### src/rtl/bf_pkg.sv
// rtl/bf_pkg.sv - shared Brainfuck opcode bytes and loop-scanner state encoding
//
// Purpose: opcode byte constants for the eight BF instructions, the scanner
//          FSM state type, and helpers that pick the bracket bytes for a
//          given scan direction.
// Ports:   none (package).

package bf_pkg;

    localparam logic [7:0] OP_INC   = 8'h2B;  // '+'
    localparam logic [7:0] OP_DEC   = 8'h2D;  // '-'
    localparam logic [7:0] OP_LEFT  = 8'h3C;  // '<'
    localparam logic [7:0] OP_RIGHT = 8'h3E;  // '>'
    localparam logic [7:0] OP_OUT   = 8'h2E;  // '.'
    localparam logic [7:0] OP_IN    = 8'h2C;  // ','
    localparam logic [7:0] OP_OPEN  = 8'h5B;  // '['
    localparam logic [7:0] OP_CLOSE = 8'h5D;  // ']'

    typedef enum logic [1:0] {
        ST_IDLE = 2'd0,
        ST_ADDR = 2'd1,
        ST_DATA = 2'd2
    } scan_state_t;

    // Bracket of the same kind as the scan origin: it opens a nested level.
    function automatic logic [7:0] same_bracket(input logic backward);
        return backward ? OP_CLOSE : OP_OPEN;
    endfunction

    // Opposite bracket: it closes a nested level or ends the scan.
    function automatic logic [7:0] other_bracket(input logic backward);
        return backward ? OP_OPEN : OP_CLOSE;
    endfunction

endpackage

### src/rtl/bf_loop_scanner.sv
// rtl/bf_loop_scanner.sv - bracket-matching scanner for a BF program memory
//
// Purpose: starting next to a '[' (forward) or ']' (backward), walks program
//          memory one byte per two cycles, tracking nesting depth, and
//          reports the address of the matching bracket or an error.
// Ports:
//   clk, rst        clock, synchronous active-high reset
//   start           begin a scan (accepted only while idle)
//   dir             0 = forward from '[', 1 = backward from ']'
//   start_pc        address of the originating bracket
//   prog_addr       program-memory read address (held while idle)
//   prog_data       read data, valid one cycle after prog_addr
//   busy            scan in progress
//   done            one-cycle pulse, match found
//   match_pc        address of the matching bracket (held)
//   error           one-cycle pulse, unmatched bracket or depth overflow

module bf_loop_scanner #(
    parameter int ADDR_W  = 8,
    parameter int DEPTH_W = 8
) (
    input  logic              clk,
    input  logic              rst,
    input  logic              start,
    input  logic              dir,
    input  logic [ADDR_W-1:0] start_pc,
    output logic [ADDR_W-1:0] prog_addr,
    input  logic [7:0]        prog_data,
    output logic              busy,
    output logic              done,
    output logic [ADDR_W-1:0] match_pc,
    output logic              error
);

    import bf_pkg::*;

    localparam logic [ADDR_W-1:0]  PC_ONE    = {{(ADDR_W-1){1'b0}}, 1'b1};
    localparam logic [ADDR_W-1:0]  PC_MAX    = {ADDR_W{1'b1}};
    localparam logic [DEPTH_W-1:0] DEPTH_ONE = {{(DEPTH_W-1){1'b0}}, 1'b1};
    localparam logic [DEPTH_W-1:0] DEPTH_MAX = {DEPTH_W{1'b1}};

    scan_state_t        state;
    logic [ADDR_W-1:0]  pc;
    logic [DEPTH_W-1:0] depth;
    logic               scan_dir;

    logic [ADDR_W-1:0]  first_pc;
    logic               start_at_edge;
    logic [ADDR_W-1:0]  next_pc;
    logic               pc_at_edge;
    logic               is_same;
    logic               is_other;

    always_comb begin
        first_pc      = dir ? (start_pc - PC_ONE) : (start_pc + PC_ONE);
        // Stepping off the origin would wrap the address: refuse up front.
        start_at_edge = dir ? (start_pc == '0) : (start_pc == PC_MAX);
        next_pc       = scan_dir ? (pc - PC_ONE) : (pc + PC_ONE);
        pc_at_edge    = scan_dir ? (pc == '0) : (pc == PC_MAX);
        is_same       = (prog_data == same_bracket(scan_dir));
        is_other      = (prog_data == other_bracket(scan_dir));
    end

    always_ff @(posedge clk) begin
        if (rst) begin
            state     <= ST_IDLE;
            pc        <= '0;
            depth     <= '0;
            scan_dir  <= 1'b0;
            prog_addr <= '0;
            busy      <= 1'b0;
            done      <= 1'b0;
            error     <= 1'b0;
            match_pc  <= '0;
        end else begin
            done  <= 1'b0;
            error <= 1'b0;
            case (state)
                ST_IDLE: begin
                    if (start) begin
                        if (start_at_edge) begin
                            error <= 1'b1;
                        end else begin
                            pc        <= first_pc;
                            prog_addr <= first_pc;
                            depth     <= '0;
                            scan_dir  <= dir;
                            busy      <= 1'b1;
                            state     <= ST_ADDR;
                        end
                    end
                end

                // prog_addr already carries pc; this cycle is the memory read.
                ST_ADDR: begin
                    state <= ST_DATA;
                end

                ST_DATA: begin
                    if (is_same && depth == DEPTH_MAX) begin
                        error <= 1'b1;
                        busy  <= 1'b0;
                        state <= ST_IDLE;
                    end else if (is_other && depth == '0) begin
                        match_pc <= pc;
                        done     <= 1'b1;
                        busy     <= 1'b0;
                        state    <= ST_IDLE;
                    end else begin
                        if (is_same) begin
                            depth <= depth + DEPTH_ONE;
                        end else if (is_other) begin
                            depth <= depth - DEPTH_ONE;
                        end
                        // Last address in the scan direction holds no match.
                        if (pc_at_edge) begin
                            error <= 1'b1;
                            busy  <= 1'b0;
                            state <= ST_IDLE;
                        end else begin
                            pc        <= next_pc;
                            prog_addr <= next_pc;
                            state     <= ST_ADDR;
                        end
                    end
                end

                default: begin
                    busy  <= 1'b0;
                    state <= ST_IDLE;
                end
            endcase
        end
    end

endmodule

### config.mk
export PLATFORM = sky130hd
export DESIGN_NAME = bf_loop_scanner
export DESIGN_NICKNAME = d
export VERILOG_FILES = /design/src/rtl/bf_pkg.sv /design/src/rtl/bf_loop_scanner.sv
export SDC_FILE = /design/constraint.sdc
export NUM_CORES = 1
export LEC_CHECK = 0
export CORE_ASPECT_RATIO = 0.6
export CORE_MARGIN = 2
export CORE_UTILIZATION = 29
export CTS_BUF_LIST = sky130_fd_sc_hd__clkbuf_16
export CTS_CLUSTER_DIAMETER = 30
export DETAILED_ROUTE_END_ITERATION = 7
export PLACE_DENSITY = 0.6
export SYNTH_ARGS = -nofsm -noshare
export SYNTH_HDL_FRONTEND = slang
export SYNTH_SLANG_ARGS = --single-unit
### constraint.sdc
create_clock -name clk -period 3.4 [get_ports clk]
set_input_delay 0.34 -clock clk [delete_from_list [all_inputs] [get_ports clk]]
set_output_delay 0.34 -clock clk [all_outputs]
set_load 0.02 [all_outputs]
Yosys cells after proc, flatten, opt, wreduce, memory -nomap -nowiden
Cells that the tools add are included.
- register bits: 30
- bits of input ports: 20
- output and inout port bits: 19
- add/sub/neg operators: 6
- eq/ne operators: 14
- mux-type cells: 38
- bitwise operators: 4
- reductions and logical operators: 14
- operators with widths (cell ; number):
    $mux W8 ; 13
    $pmux W8 S2 ; 2
    $add A8 B1 Y8 const B ; 3
    $eq A8 B8 Y1 const B ; 3
    $logic_not A8 Y1 ; 3
    $sub A8 B1 Y8 const B ; 3
    $eq A8 B7 Y1 ; 2
    $mux W1 ; 16
    $reduce_and A6 Y1 ; 2
    $ne A2 B2 Y1 const B ; 5
    $mux W3 ; 2
    $pmux W2 S3 ; 1
    $reduce_and A3 Y1 ; 2
    $mux W2 ; 2
    $ne A4 B4 Y1 const B ; 1
    $not A1 Y1 ; 4
    $reduce_and A4 Y1 ; 1
    $ne A3 B3 Y1 const B ; 1
    $pmux W1 S3 ; 1
    $reduce_or A3 Y1 ; 1
    $eq A2 B1 Y1 const B ; 1
    $eq A2 B2 Y1 const B ; 1
    $logic_and A1 B1 Y1 ; 2
    $logic_not A2 Y1 ; 1
    other kinds (3) ; 3

Depth between registers and ports, before layout
- word-level depth: 7
- depth in mapped cells: 11
- gate-level depth less buffers: 10

Worst setup path after synthesis
OpenSTA, ideal clock, no wires.
- path kind: register to register
- start point: register scan_dir
- end point: register depth[7]
- data arrival time: 2.876 ns
- path slack: 0.450 ns
- stages on the path, launching flop included: 11
- path buffers: 1
- cell sequence: dfxtp_1 > buf_6 > or3b_1 > a2111o_1 > ha_1 > a21oi_1 > o211ai_1 > o41ai_1 > xnor2_1 > or3_1 > a31oi_1
- word-level cells in the longest chain between the ends: 6
- ends and longest elaborated chain (item ; RTL line ; source):
    start, declared ; bf_loop_scanner.sv:45 ; logic scan_dir;
    start signal, assigned ; bf_loop_scanner.sv:87 ; scan_dir <= dir;
    $mux W3 ; bf_pkg.sv:27 ; return backward ? OP_CLOSE : OP_OPEN;
    $eq A8 B7 Y1 ; bf_loop_scanner.sv:60 ; is_same = (prog_data == same_bracket(scan_dir));
    $mux W8 ; bf_loop_scanner.sv:110 ; if (is_same) begin
    $mux W8 ; bf_loop_scanner.sv:104 ; end else if (is_other && depth == '0) begin
    $mux W8 ; bf_loop_scanner.sv:100 ; if (is_same && depth == DEPTH_MAX) begin
    $pmux W8 S2 ; bf_loop_scanner.sv:78 ; case (state)
    end signal, assigned ; bf_loop_scanner.sv:111 ; depth <= depth + DEPTH_ONE;
    end signal, assigned ; bf_loop_scanner.sv:113 ; depth <= depth - DEPTH_ONE;
    end, declared ; bf_loop_scanner.sv:44 ; logic [DEPTH_W-1:0] depth;
Several ways; a longest one is shown, not always the timed one. The select of a mux whose other input is x is not followed.
A chain may end at the register's enable or synchronous reset.

Worst setup path in the final report
- start point: input prog_data[1]
- end point: register depth[7]
- word-level cells in the longest chain between the ends: 5
- ends and longest elaborated chain (item ; RTL line ; source):
    start, declared ; bf_loop_scanner.sv:28 ; input logic [7:0] prog_data,
    $eq A8 B7 Y1 ; bf_loop_scanner.sv:60 ;
    $mux W8 ; bf_loop_scanner.sv:110 ;
    $mux W8 ; bf_loop_scanner.sv:104 ;
    $mux W8 ; bf_loop_scanner.sv:100 ;
    $pmux W8 S2 ; bf_loop_scanner.sv:78 ;
Several ways; a longest one is shown, not always the timed one. The select of a mux whose other input is x is not followed.

==> flow_summary.yaml <==
power_and_ir_drop:
  power.leakage_nw: 1.08
  power.density_nw_per_um2: 377
  peakVddDrop_uv: 156
clock_tree:
  cts_tree: "done"
  cts_inserted_buffers: 5
  post_cts_buffers: 0
  clock-root-buffer: "clkbuf_16"
  cts_buffer_depth: 2
  cts_sinks: 30
  hold_buffers: 0
  clk_latency_ps: 280
  cts_resized: 0
  h-tree-depth: 2
  clkTransAtPathRegs_ps: 50
worst_setup_path:
  required_ps: 3600
  critPathArrivalTime_ps: 3350
  worstReg2RegEnd: "depth[7]$_SDFFE_PP0P_"
  path_cells: "clkdlybuf4s50_1 > or3b_1 > a2111o_1 > ha_1 > a21oi_1 > o211ai_1 > o41ai_1 > xnor2_1 > or3_1 > a31oi_1"
  r2r_cells: 9
  slowest_stage: "a2111o_1"
  path_class: "in -> reg"
  r2r_slack_ps: 420
  path_delay_family: "compound AO/OA/AOI/OAI gates"
  crit_buf_inv: 1
  crit_path_start_kind: "input pin"
  slowest_delay_ps: 540
  cp-end-kind: "register"
  crit_fanout: 5
  r2r_start: "scan_dir$_SDFFE_PP0P_"
synthesis:
  synth_cells: 272
  ys_seq_area_frac: 0.270
  async_flop_share: 0
  avgSynthCellArea_um2: 8.18
  ys.flop_type: "dfxtp_1"
  synth_top_area_frac: 0.270
  syn_nets: 313
  synth-seq-cells: 30
  yosys.area.top_type: "dfxtp_1"
  synth_top_cells_by_area: "dfxtp_1, ha_1, nor2_1, mux2i_1, a21oi_1"
  synth-edff-count: 0
  synth_area_um2: 2230
  synthDistinctLibCells: 51
  synth_warnings: 0
min_path:
  hold_depth: 2
  hp-start: "match_pc[5]$_SDFFE_PP0P_"
  hp-class: "reg -> reg"
  holdPathEnd: "match_pc[5]$_SDFFE_PP0P_"
placement:
  io_buffers: 38
  gp_congestion: 0.823
  hpwl_um: 4850
  dp_slack_ps: -18.6
flow_run:
  maxCapViolations: 0
timing:
  fin_worst_skew_ps: 4.49
  fin_crit_sh: 0.926
  relSlewSlack: 0.300
  finalHoldViolCount: 0
  setup_violations: 0
  worstMarginPinSlew_ps: 1050
  rsz0062_at_grt: "false"
  fin_crit_ps: 3150
  fin_ws_ps: 250
  timing.fmax_mhz: 317
  slew_violations: 0
floorplan:
  coreArea_um2: 7360
  start_util: 0.303
  die_x_um: 117
  die_area_um2: 8420
  die_height_um: 71.9
  ios: 39
  rows: 24
detailed_routing:
  routed_via_density: 5.14
  drt-pass1-iter-count: 4
  drt_iter0_markers: 143
  num_vias: 2175
  wl_per_cell_um: 14.8
  drc: 0
  drt_wl_total_um: 6260
  ant_nets: 0
global_routing:
  overflow: 0
  grtUsageTotal: 0.156
  antenna_found_initial: 0
  grt_pass1_vias: 2078
  grt_max_degree: 33
  grt_pass1_wl_um: 10200
finish:
  mostFrequentLayoutCell: "clkdlybuf4s50_1"
  layout_common_cells: "clkdlybuf4s50_1, nor2_1, dfxtp_1, nand2_1, ha_1"
  drive_above_1_share: 0.0627
  fin_util: 0.393
  antenna_cells: 0
  finish.net_count: 359
  area_delta_synth_final_pct: 30.0
  fillers: 767
run_status:
  outcome: "finished clean"
## cell type report
type                       instances  area [µm²]  share of cell area
timing repair buffer              46         440               0.152
sequential                        30         601               0.208
multi-input combinational        223        1540               0.532
tap                              104         130              0.0450
clock inverter                     3        12.5             0.00433
inverter                          12        45.0              0.0156
clock buffer                       5         125              0.0433
## cells in the mapped netlist (2+ instances only)
cell	instances
a21o_1	3
mux2i_1	11
xor2_1	2
a21oi_1	16
a211oi_1	7
a31oi_1	4
dfxtp_1	30
nor2b_1	8
nor4_1	7
xnor2_1	7
o21ai_0	9
fa_1	3
inv_1	12
o21a_1	6
nor2_1	34
clkbuf_1	5
nor3_1	7
nand3b_1	3
nand2b_1	5
ha_1	18
and2_1	3
o211ai_1	2
nor3b_1	4
and3b_1	2
nand4_1	5
a311oi_1	2
nand2_1	18
buf_6	2
or3_1	8
nand3_1	8
## tightest hold or removal path: stages, from the launching register on
cell	delay (ps)
dfxtp_1	320
mux2i_1	70
nor2_1	70
## worst max-delay path by stage
stage,from,end,depth (start not counted)
after floorplan,scan_dir$_SDFFE_PP0P_,depth[7]$_SDFFE_PP0P_,10
after global placement,prog_data[1],depth[7]$_SDFFE_PP0P_,10
after detailed placement,prog_data[1],depth[7]$_SDFFE_PP0P_,10
after CTS,prog_data[1],depth[7]$_SDFFE_PP0P_,10
after global routing,prog_data[1],depth[7]$_SDFFE_PP0P_,10
final,prog_data[1],depth[7]$_SDFFE_PP0P_,10
## registers in the layout, indices dropped and copies added (netlist names)
name / cells
busy: 1
pc: 8
depth: 8
scan_dir: 1
done: 1
match_pc: 8
state: 2
error: 1
## routing by layer
metal  part of all wire  global-route usage
met1               0.56               0.246
met2               0.36               0.207
met3              0.069              0.0398
met4             0.0093              0.0379
met5                  0                   0
## per-stage QoR
stage,hold slack [ps],instance area (µm²),power [mW],TNS (ps),cells
floorplan,459,2230,0.571,0,272
global placement,474,2760,0.671,0,415
detailed placement,482,2760,0.675,-18.6,415
CTS,497,2890,1.10,0,423
global route,514,2890,1.15,0,423
finish,492,2890,1.09,0,423
## where the power goes
group | total (mW) | leakage [nW] | internal (mW) | switching, mW
clock | 0.420 | 0.0724 | 0.264 | 0.156
sequential | 0.398 | 0.244 | 0.369 | 0.0296
combinational | 0.272 | 0.765 | 0.129 | 0.143
total | 1.09 | 1.08 | 0.762 | 0.329
## cells by family (layout without fill, tap and decap cells)
| logic type | count (synthesis) | after routing | synth area share |
|---|---|---|---|
| xor+xnor | 9 | 9 | 0.0354 |
| fa+ha+maj | 21 | 21 | 0.128 |
| flops | 30 | 30 | 0.270 |
| simple gates | 118 | 118 | 0.276 |
| mux | 11 | 11 | 0.0495 |
| compound gates | 64 | 64 | 0.202 |
| buf+inv | 19 | 66 | 0.0388 |
No activity file was read; power rests on OpenSTA's default activity.
